===== config.mk =====
export PLATFORM = sky130hd
export DESIGN_NAME = matrix_loader
export DESIGN_NICKNAME = d
export VERILOG_FILES = /design/src/rtl/matrix_pkg.sv /design/src/rtl/matrix_store.sv /design/src/rtl/matrix_loader.sv
export SDC_FILE = /design/constraint.sdc
export NUM_CORES = 1
export LEC_CHECK = 0
export BUFFER_PORTS_ARGS = -buffer_cell sky130_fd_sc_hd__buf_2
export CAP_MARGIN = 20
export CORE_ASPECT_RATIO = 1.2
export CORE_UTILIZATION = 30
export CTS_CLUSTER_DIAMETER = 40
export CTS_CLUSTER_SIZE = 30
export DETAILED_ROUTE_END_ITERATION = 10
export GPL_TIMING_DRIVEN = 0
export PLACE_DENSITY = 0.52
export SLEW_MARGIN = 20
export SYNTH_ARGS = -nofsm -noshare
export SYNTH_HDL_FRONTEND = slang
export SYNTH_SLANG_ARGS = --single-unit

===== constraint.sdc =====
create_clock -name clock -period 8.7 [get_ports clock]
set_input_delay 1.74 -clock clock [delete_from_list [all_inputs] [get_ports clock]]
set_output_delay 1.74 -clock clock [all_outputs]
set_load 0.005 [all_outputs]

===== src/rtl/matrix_pkg.sv =====
// Shared definitions for the matrix pipeline (loader, multiplier, result drain):
// operand-load FSM states and the element-count helper.
package matrix_pkg;

  typedef enum logic [1:0] {
    LOAD_A = 2'd0,
    LOAD_B = 2'd1,
    FULL   = 2'd2
  } state_t;

  // Elements per N x N matrix.
  function automatic int nn(input int n);
    return n * n;
  endfunction

endpackage


===== src/rtl/matrix_store.sv =====
// One N x N register bank: writes one element per cycle at (row, col) and
// exposes the whole matrix as a flat row-major bus.
module matrix_store
  import matrix_pkg::*;
#(
  parameter int DATA_WIDTH  = 8,
  parameter int MATRIX_SIZE = 3
) (
  input  logic                                               clock,
  input  logic                                               reset,
  input  logic                                               we,
  input  logic [$clog2(MATRIX_SIZE)-1:0]                     row,
  input  logic [$clog2(MATRIX_SIZE)-1:0]                     col,
  input  logic [DATA_WIDTH-1:0]                              data,
  output logic [nn(MATRIX_SIZE)*DATA_WIDTH-1:0]              flat
);

  localparam int NN = nn(MATRIX_SIZE);
  localparam int IW = $clog2(NN);

  logic [DATA_WIDTH-1:0] mem [NN];
  logic [IW-1:0]         addr;

  assign addr = IW'(row) * IW'(MATRIX_SIZE) + IW'(col);

  always_ff @(posedge clock or negedge reset) begin
    if (!reset) begin
      for (int i = 0; i < NN; i++) mem[i] <= '0;
    end else if (we) begin
      mem[addr] <= data;
    end
  end

  for (genvar g = 0; g < NN; g++) begin : g_flat
    assign flat[g*DATA_WIDTH +: DATA_WIDTH] = mem[g];
  end

endmodule


===== src/rtl/matrix_loader.sv =====
// Serial-to-parallel operand loader for matrix_mul: streams A then B into
// single-buffered storage and hands the pair off with valid/ready.
// Define MATRIX_LOADER_B_COLMAJOR_EN to accept B beats in column-major order.
module matrix_loader
  import matrix_pkg::*;
#(
  parameter int DATA_WIDTH  = 8,
  parameter int MATRIX_SIZE = 3
) (
  input  logic                                        clock,
  input  logic                                        reset,
  input  logic                                        in_valid,
  output logic                                        in_ready,
  input  logic [DATA_WIDTH-1:0]                       in_data,
  input  logic                                        in_last,
  output logic                                        out_valid,
  input  logic                                        out_ready,
  output logic [nn(MATRIX_SIZE)*DATA_WIDTH-1:0]       a_flat,
  output logic [nn(MATRIX_SIZE)*DATA_WIDTH-1:0]       b_flat,
  output logic                                        err
);

  localparam int NN = nn(MATRIX_SIZE);
  localparam int IW = $clog2(NN);
  localparam int AW = $clog2(MATRIX_SIZE);

  state_t        state;
  logic [IW-1:0] idx;
  logic          ready_q;
  logic          beat;
  logic          idx_last;
  logic [AW-1:0] idx_row;
  logic [AW-1:0] idx_col;
  logic [AW-1:0] b_row;
  logic [AW-1:0] b_col;

  // ready_q keeps in_ready low through reset and releases it on the first edge after.
  assign in_ready = ready_q && (state != FULL);
  assign beat     = in_valid && in_ready;
  assign idx_last = (idx == IW'(NN - 1));
  assign idx_row  = AW'(idx / IW'(MATRIX_SIZE));
  assign idx_col  = AW'(idx % IW'(MATRIX_SIZE));

`ifdef MATRIX_LOADER_B_COLMAJOR_EN
  assign b_row = idx_col;
  assign b_col = idx_row;
`else
  assign b_row = idx_row;
  assign b_col = idx_col;
`endif

  always_ff @(posedge clock or negedge reset) begin
    if (!reset) begin
      state     <= LOAD_A;
      idx       <= '0;
      ready_q   <= 1'b0;
      out_valid <= 1'b0;
      err       <= 1'b0;
    end else begin
      ready_q <= 1'b1;
      err     <= 1'b0;
      case (state)
        LOAD_A: begin
          if (beat) begin
            if (in_last) begin
              err <= 1'b1;
              idx <= '0;
            end else if (idx_last) begin
              idx   <= '0;
              state <= LOAD_B;
            end else begin
              idx <= idx + IW'(1);
            end
          end
        end
        LOAD_B: begin
          // A complete B goes to FULL even if the frame marker was missing.
          if (beat) begin
            if (idx_last) begin
              idx       <= '0;
              state     <= FULL;
              out_valid <= 1'b1;
              err       <= !in_last;
            end else if (in_last) begin
              err   <= 1'b1;
              idx   <= '0;
              state <= LOAD_A;
            end else begin
              idx <= idx + IW'(1);
            end
          end
        end
        FULL: begin
          if (out_ready) begin
            state     <= LOAD_A;
            out_valid <= 1'b0;
          end
        end
        default: begin
          state     <= LOAD_A;
          idx       <= '0;
          out_valid <= 1'b0;
        end
      endcase
    end
  end

  matrix_store #(
    .DATA_WIDTH (DATA_WIDTH),
    .MATRIX_SIZE(MATRIX_SIZE)
  ) u_store_a (
    .clock(clock),
    .reset(reset),
    .we   (beat && (state == LOAD_A)),
    .row  (idx_row),
    .col  (idx_col),
    .data (in_data),
    .flat (a_flat)
  );

  matrix_store #(
    .DATA_WIDTH (DATA_WIDTH),
    .MATRIX_SIZE(MATRIX_SIZE)
  ) u_store_b (
    .clock(clock),
    .reset(reset),
    .we   (beat && (state == LOAD_B)),
    .row  (b_row),
    .col  (b_col),
    .data (in_data),
    .flat (b_flat)
  );

endmodule


Word-level counts from Yosys, hierarchy flattened
Cells that the tools add are included.
- register bits: 153
- word-level logic and storage cells: 82
- add/sub/neg operators: 2
- multipliers: 1
- divide/modulo/power cells: 2
- magnitude comparators: 2
- equality and inequality tests: 11
- muxes and demuxes: 28
- bitwise gates (word level): 3
- reduce and logical (&&, ||, !) cells: 10
- operators by type and width (cell ; number):
    bitwise mux 72 bit ; 2
    demux 8 bit (select 4 bit) ; 1
    two-way mux 4 bit ; 6
    two-way mux 2 bit ; 7
    inequality test 2 bit (second input constant) ; 7
    one-hot mux 4 bit (3 select lines) ; 1
    two-way mux 8 bit ; 1
    two-way mux 1 bit ; 7
    one-hot mux 2 bit (3 select lines) ; 1
    AND reduction 6 bit ; 1
    greater-or-equal comparator 5 bit (second input constant) ; 1
    logical AND 1 bit ; 5
    < comparator 5 x 1 -> 1 bit (second input constant) ; 1
    inverter 4 -> 5 bit ; 1
    adder 4 x 1 -> 4 bit (second input constant) ; 1
    adder 4 x 2 -> 4 bit ; 1
    divider 4 x 2 -> 4 bit (second input constant) ; 1
    == test 4 bit (second input constant) ; 1
    remainder unit 4 x 2 -> 4 bit (second input constant) ; 1
    multiplier 2 x 2 -> 4 bit (second input constant) ; 1
    AND reduction 4 bit ; 1
    inequality test 3 bit (second input constant) ; 1
    one-hot mux 1 bit (3 select lines) ; 1
    AND reduction 3 bit ; 1
    6 further kinds ; 7

Logic depth before layout (Yosys ltp)
- depth in word-level cells: 9
- mapped depth: 16
- depth with buffers taken out: 16

By module
Synthesis repeated with hierarchy kept, for this count alone.
- cell total of the unflattened synthesis: 408
- area, all modules: 6376.1 µm²
- modules (own cells, without submodules) (module ; instances ; cells an instance ; area an instance (µm²) ; seq. area each (µm²)):
    matrix_store (u_store_b) ; 1 ; 169 ; 2884.0 ; 1801.7
    matrix_store (u_store_a) ; 1 ; 167 ; 2821.5 ; 1801.7
    matrix_loader ; 1 ; 72 ; 670.6 ; 225.2

Least setup slack after synthesis
No wires, ideal clock.
- path type: register -> register
- start point: register idx[2]
- end point: register u_store_a.mem (netlist bit u_store_a.flat[49])
- arrival: 4039 ps
- data required time: 8572 ps
- setup slack: 4534 ps
- cell stages (with the launch flop): 17
- path buffers: 0
- cell sequence: dfrtp_1 > nor2b_1 > ha_1 > inv_1 > ha_1 > a21bo_2 > xnor2_1 > ha_1 > a21o_1 > mux2_1 > fa_1 > nand3_1 > fa_1 > nand2b_1 > nor4_4 > nand2_2 > mux2_1
- longest elaborated chain between the ends: 9
- ends and longest elaborated chain (element ; line ; text):
    from (decl) ; matrix_loader.sv:28 ; logic [IW-1:0] idx;
    from (signal assigned) ; matrix_loader.sv:72 ; idx <= idx + IW'(1);
    from (signal assigned) ; matrix_loader.sv:89 ; idx <= idx + IW'(1);
    divider 4 x 2 -> 4 bit ; matrix_loader.sv:41 ; assign idx_row = AW'(idx / IW'(MATRIX_SIZE));
    multiplier 2 x 2 -> 4 bit ; matrix_store.sv:24 ; assign addr = IW'(row) * IW'(MATRIX_SIZE) + IW'(col);
    adder 4 x 2 -> 4 bit * ; matrix_store.sv:24 ;
    inverter 4 -> 5 bit (not written as such) * ; matrix_store.sv:30 ; mem[addr] <= data;
    greater-or-equal comparator 5 bit (not written as such) or < comparator 5 x 1 -> 1 bit (tied branches) ; matrix_store.sv:30 ;
    logical AND 1 bit (not written as such) ; matrix_store.sv:30 ;
    two-way mux 8 bit (not written as such) ; matrix_store.sv:30 ;
    demux 8 bit (select 4 bit) * ; matrix_store.sv:30 ;
    bitwise mux 72 bit * ; matrix_store.sv:30 ;
    to (signal, indexed assignment) ; matrix_store.sv:30 ;
    to (decl) ; matrix_store.sv:21 ; logic [DATA_WIDTH-1:0] mem [NN];
Every way passes the cells marked *; elsewhere a longest branch is shown, timed or not.
A chain may end at the register's enable or synchronous reset.

Worst setup path after layout
- start point: register idx[2]
- end point: register u_store_a.mem (netlist bit u_store_a.flat[50])
The elaborated chain is that of the path after synthesis.

==> reports/metrics.csv <==
metric;value;unit
outcome;finished, final reports clean;
netlist_top_cells_area;dfrtp_1 (62%), mux2_2 (25%), ha_1 (1.8%);
drt_iter0_markers;130;
clkSinkCount;153;
gp_congestion;0.7892;
synth.cell_area;6182;um2
detail-route-antenna-nets;0;
yosysSeqAreaShare;61.93;%
yosys.area_share.simple;5.606;%
gr-total-overflow;0;
tns;0;ps
crit_path_max_fanout;8;
synth_top_cell_by_area;dfrtp_1;
maxClockFrequency;213.6;MHz
hold_path.class;reg2reg;
syn_nets;421;
grt_usage;15.96;%
vias;3934;
syn_inst;397;
yosysMostFrequentCell;dfrtp_1;
fin_skew;12.69;ps
ctsResizeCount;0;
hpwl;10960;um
numCtsBuffers;17;
synth-edff-count;0;
rows;57;
arrival;4980;ps
dieArea;21190;um2
clockBufferDepth;2;
fin_nets;600;
ys.flop_type;dfrtp_1;
synth_compound_area_share;1.477;%
p_per_area;244.6;nW/um2
wl_per_cell;18.40;um
synth_top_family_by_area;multiplexers;
max-slew-margin-rel;51.58;%
cts-htree-levels;4;
hold_ws;484.5;ps
synthAdderAreaFrac;2.469;%
grt_max_degree;86;
rsz0062_at_grt;no;
die_h;159.3;um
ir_worst_vdd;0.1313;mV
async_flop_share;100.0;%
dr.pass1.iters;3;
drcViolationCount;0;
die_x;133.0;um
yosysUniqueCellTypes;40;
synth_top_area_share;61.93;%
viasPerCell;4.607;
cp-end-kind;register;
grt_pass1_wl;25310;um
ys_ff_latch;153;
start_kind;register;
p_leak;4.289;nW
clk_latency;420;ps
routed_wl;15710;um
hold_viol_final;0;
io_pins;160;
drv_slew;0;
fin_crit_sh;53.81;%
criticalPathCategory;reg2reg;
portBuffers;159;
clkTransAtPathRegs;70;ps
start_util;30.52;%
area_growth;28.70;%
post-route-min-period;4682;ps
synth_mux_area_share;26.88;%
core_area;20250;um2
max_cap_viol_count;0;
synth_common_cells;dfrtp_1 (153), mux2_2 (138), nand2_2 (16);
cts_tree;built;
insertedDiodeCount;0;
ys_warn_count;0;
grt_pass1_vias;4273;
cts-root-buf;clkbuf_16;
layout-drive-gt1-share;60.78;%
tightest_slew;726.4;ps
worst-endpoint-required;9000;ps
syn_area_per_cell;15.57;um2
synthXorXnorAreaFrac;0.1417;%
setup_viol;0;
cts-hold-fix-buffers;0;
post_cts.repair.setup_buffers;0;
grt_antenna_before_repair;0;
[metrics by stage]
| step | total power [mW] | cells | util [%] | cell area [um2] | worst slack (ps) |
|---|---|---|---|---|---|
| global placement | 1.186 | 821 | 36.09 | 7310 | 3778 |
| CTS | 1.978 | 854 | 39.28 | 7956 | 4009 |
| detailed placement | 1.201 | 822 | 36.27 | 7347 | 4030 |
| global route | 2.045 | 854 | 39.28 | 7956 | 3708 |
| finish | 1.946 | 854 | 39.28 | 7956 | 4018 |
| floorplan | 1.022 | 397 | - | 6182 | 4534 |
[cell usage in the layout, fill, tap and decap left out, drive strengths merged, types with 2 or more instances in the layout]
cell,Yosys,final
buf,2,162
dfrtp,153,153
mux2,146,146
clkbuf,11,30
nand2,22,22
inv,8,15
ha,9,9
o21ai,6,6
nor4,6,6
nor2,5,5
nand2b,4,4
clkinvlp,0,3
nor2b,2,2
and3,2,2
a21oi,2,2
fa,2,2
bufinv,0,2
[logic make-up (layout without fill, tap and decap cells)]
logic type	count (synthesis)	after routing
AND/OR/NAND/NOR	49	49
multiplexers	147	147
XOR/XNOR	1	1
buffers and inverters	21	213
adder cells (fa/ha/maj)	11	11
AO/OA/AOI/OAI	14	14
other	1	1
flip-flops	153	153
[critical path, cell delays in order, from the launching register on]
cell and delay (ps):
dfrtp_1 450, nor2b_1 180, ha_1 180, inv_1 50
ha_1 190, a21bo_2 280, xnor2_1 190, ha_1 180
a21o_1 150, mux2_1 360, fa_1 500, nand3_1 100
fa_1 480, nand2b_1 250, nor4_4 400, nand2_2 270
mux2_1 360
[area by class of cell]
cell class	count	area, um2
Inverter	8	30.03
Timing Repair Buffer	160	833.3
Clock buffer	19	452.9
Sequential cell	153	3829
Multi-Input combinational cell	223	2265
Clock inverter	13	156.4
Tap cell	265	331.6
Buffer	13	58.81
Fill cell	1972	12300
[metal layers]
layer  vias up  wire length (um)  GRT usage [%]
met5         -                 0              0
met1      2026              6630          19.52
met2       110              7798          26.46
met4         0               235          4.911
met3        17              1049          5.317
li1       1781                 -              -
[path summary, 6_finish.rpt]
kind | from | to | slack (ps) | cells past startpoint
max reg2reg | idx[2] | u_store_a.flat[50] | 4020 | 16
max | idx[2] | u_store_a.flat[50] | 4020 | 16
min in group asynchronous | reset | u_store_b.flat[14] | 1260 | 1
min | u_store_a.flat[18] | u_store_a.flat[18] | 480 | 1
max in group asynchronous | reset | state[1] | 6640 | 2
min reg2reg | u_store_a.flat[18] | u_store_a.flat[18] | 480 | 1
[sequential cells by signal, indices dropped and copies added (netlist names)]
register,count
ready_q,1
err,1
idx,4
u_store_b.flat,72
state,2
out_valid,1
u_store_a.flat,72
[power by group]
part	leakage (nW)	switching (mW)	internal, mW	total, mW
logic	1.93	0.147	0.163	0.309
registers	2.07	0.0569	0.817	0.874
clock network	0.293	0.316	0.447	0.763
(Power assumes the default switching activity.)
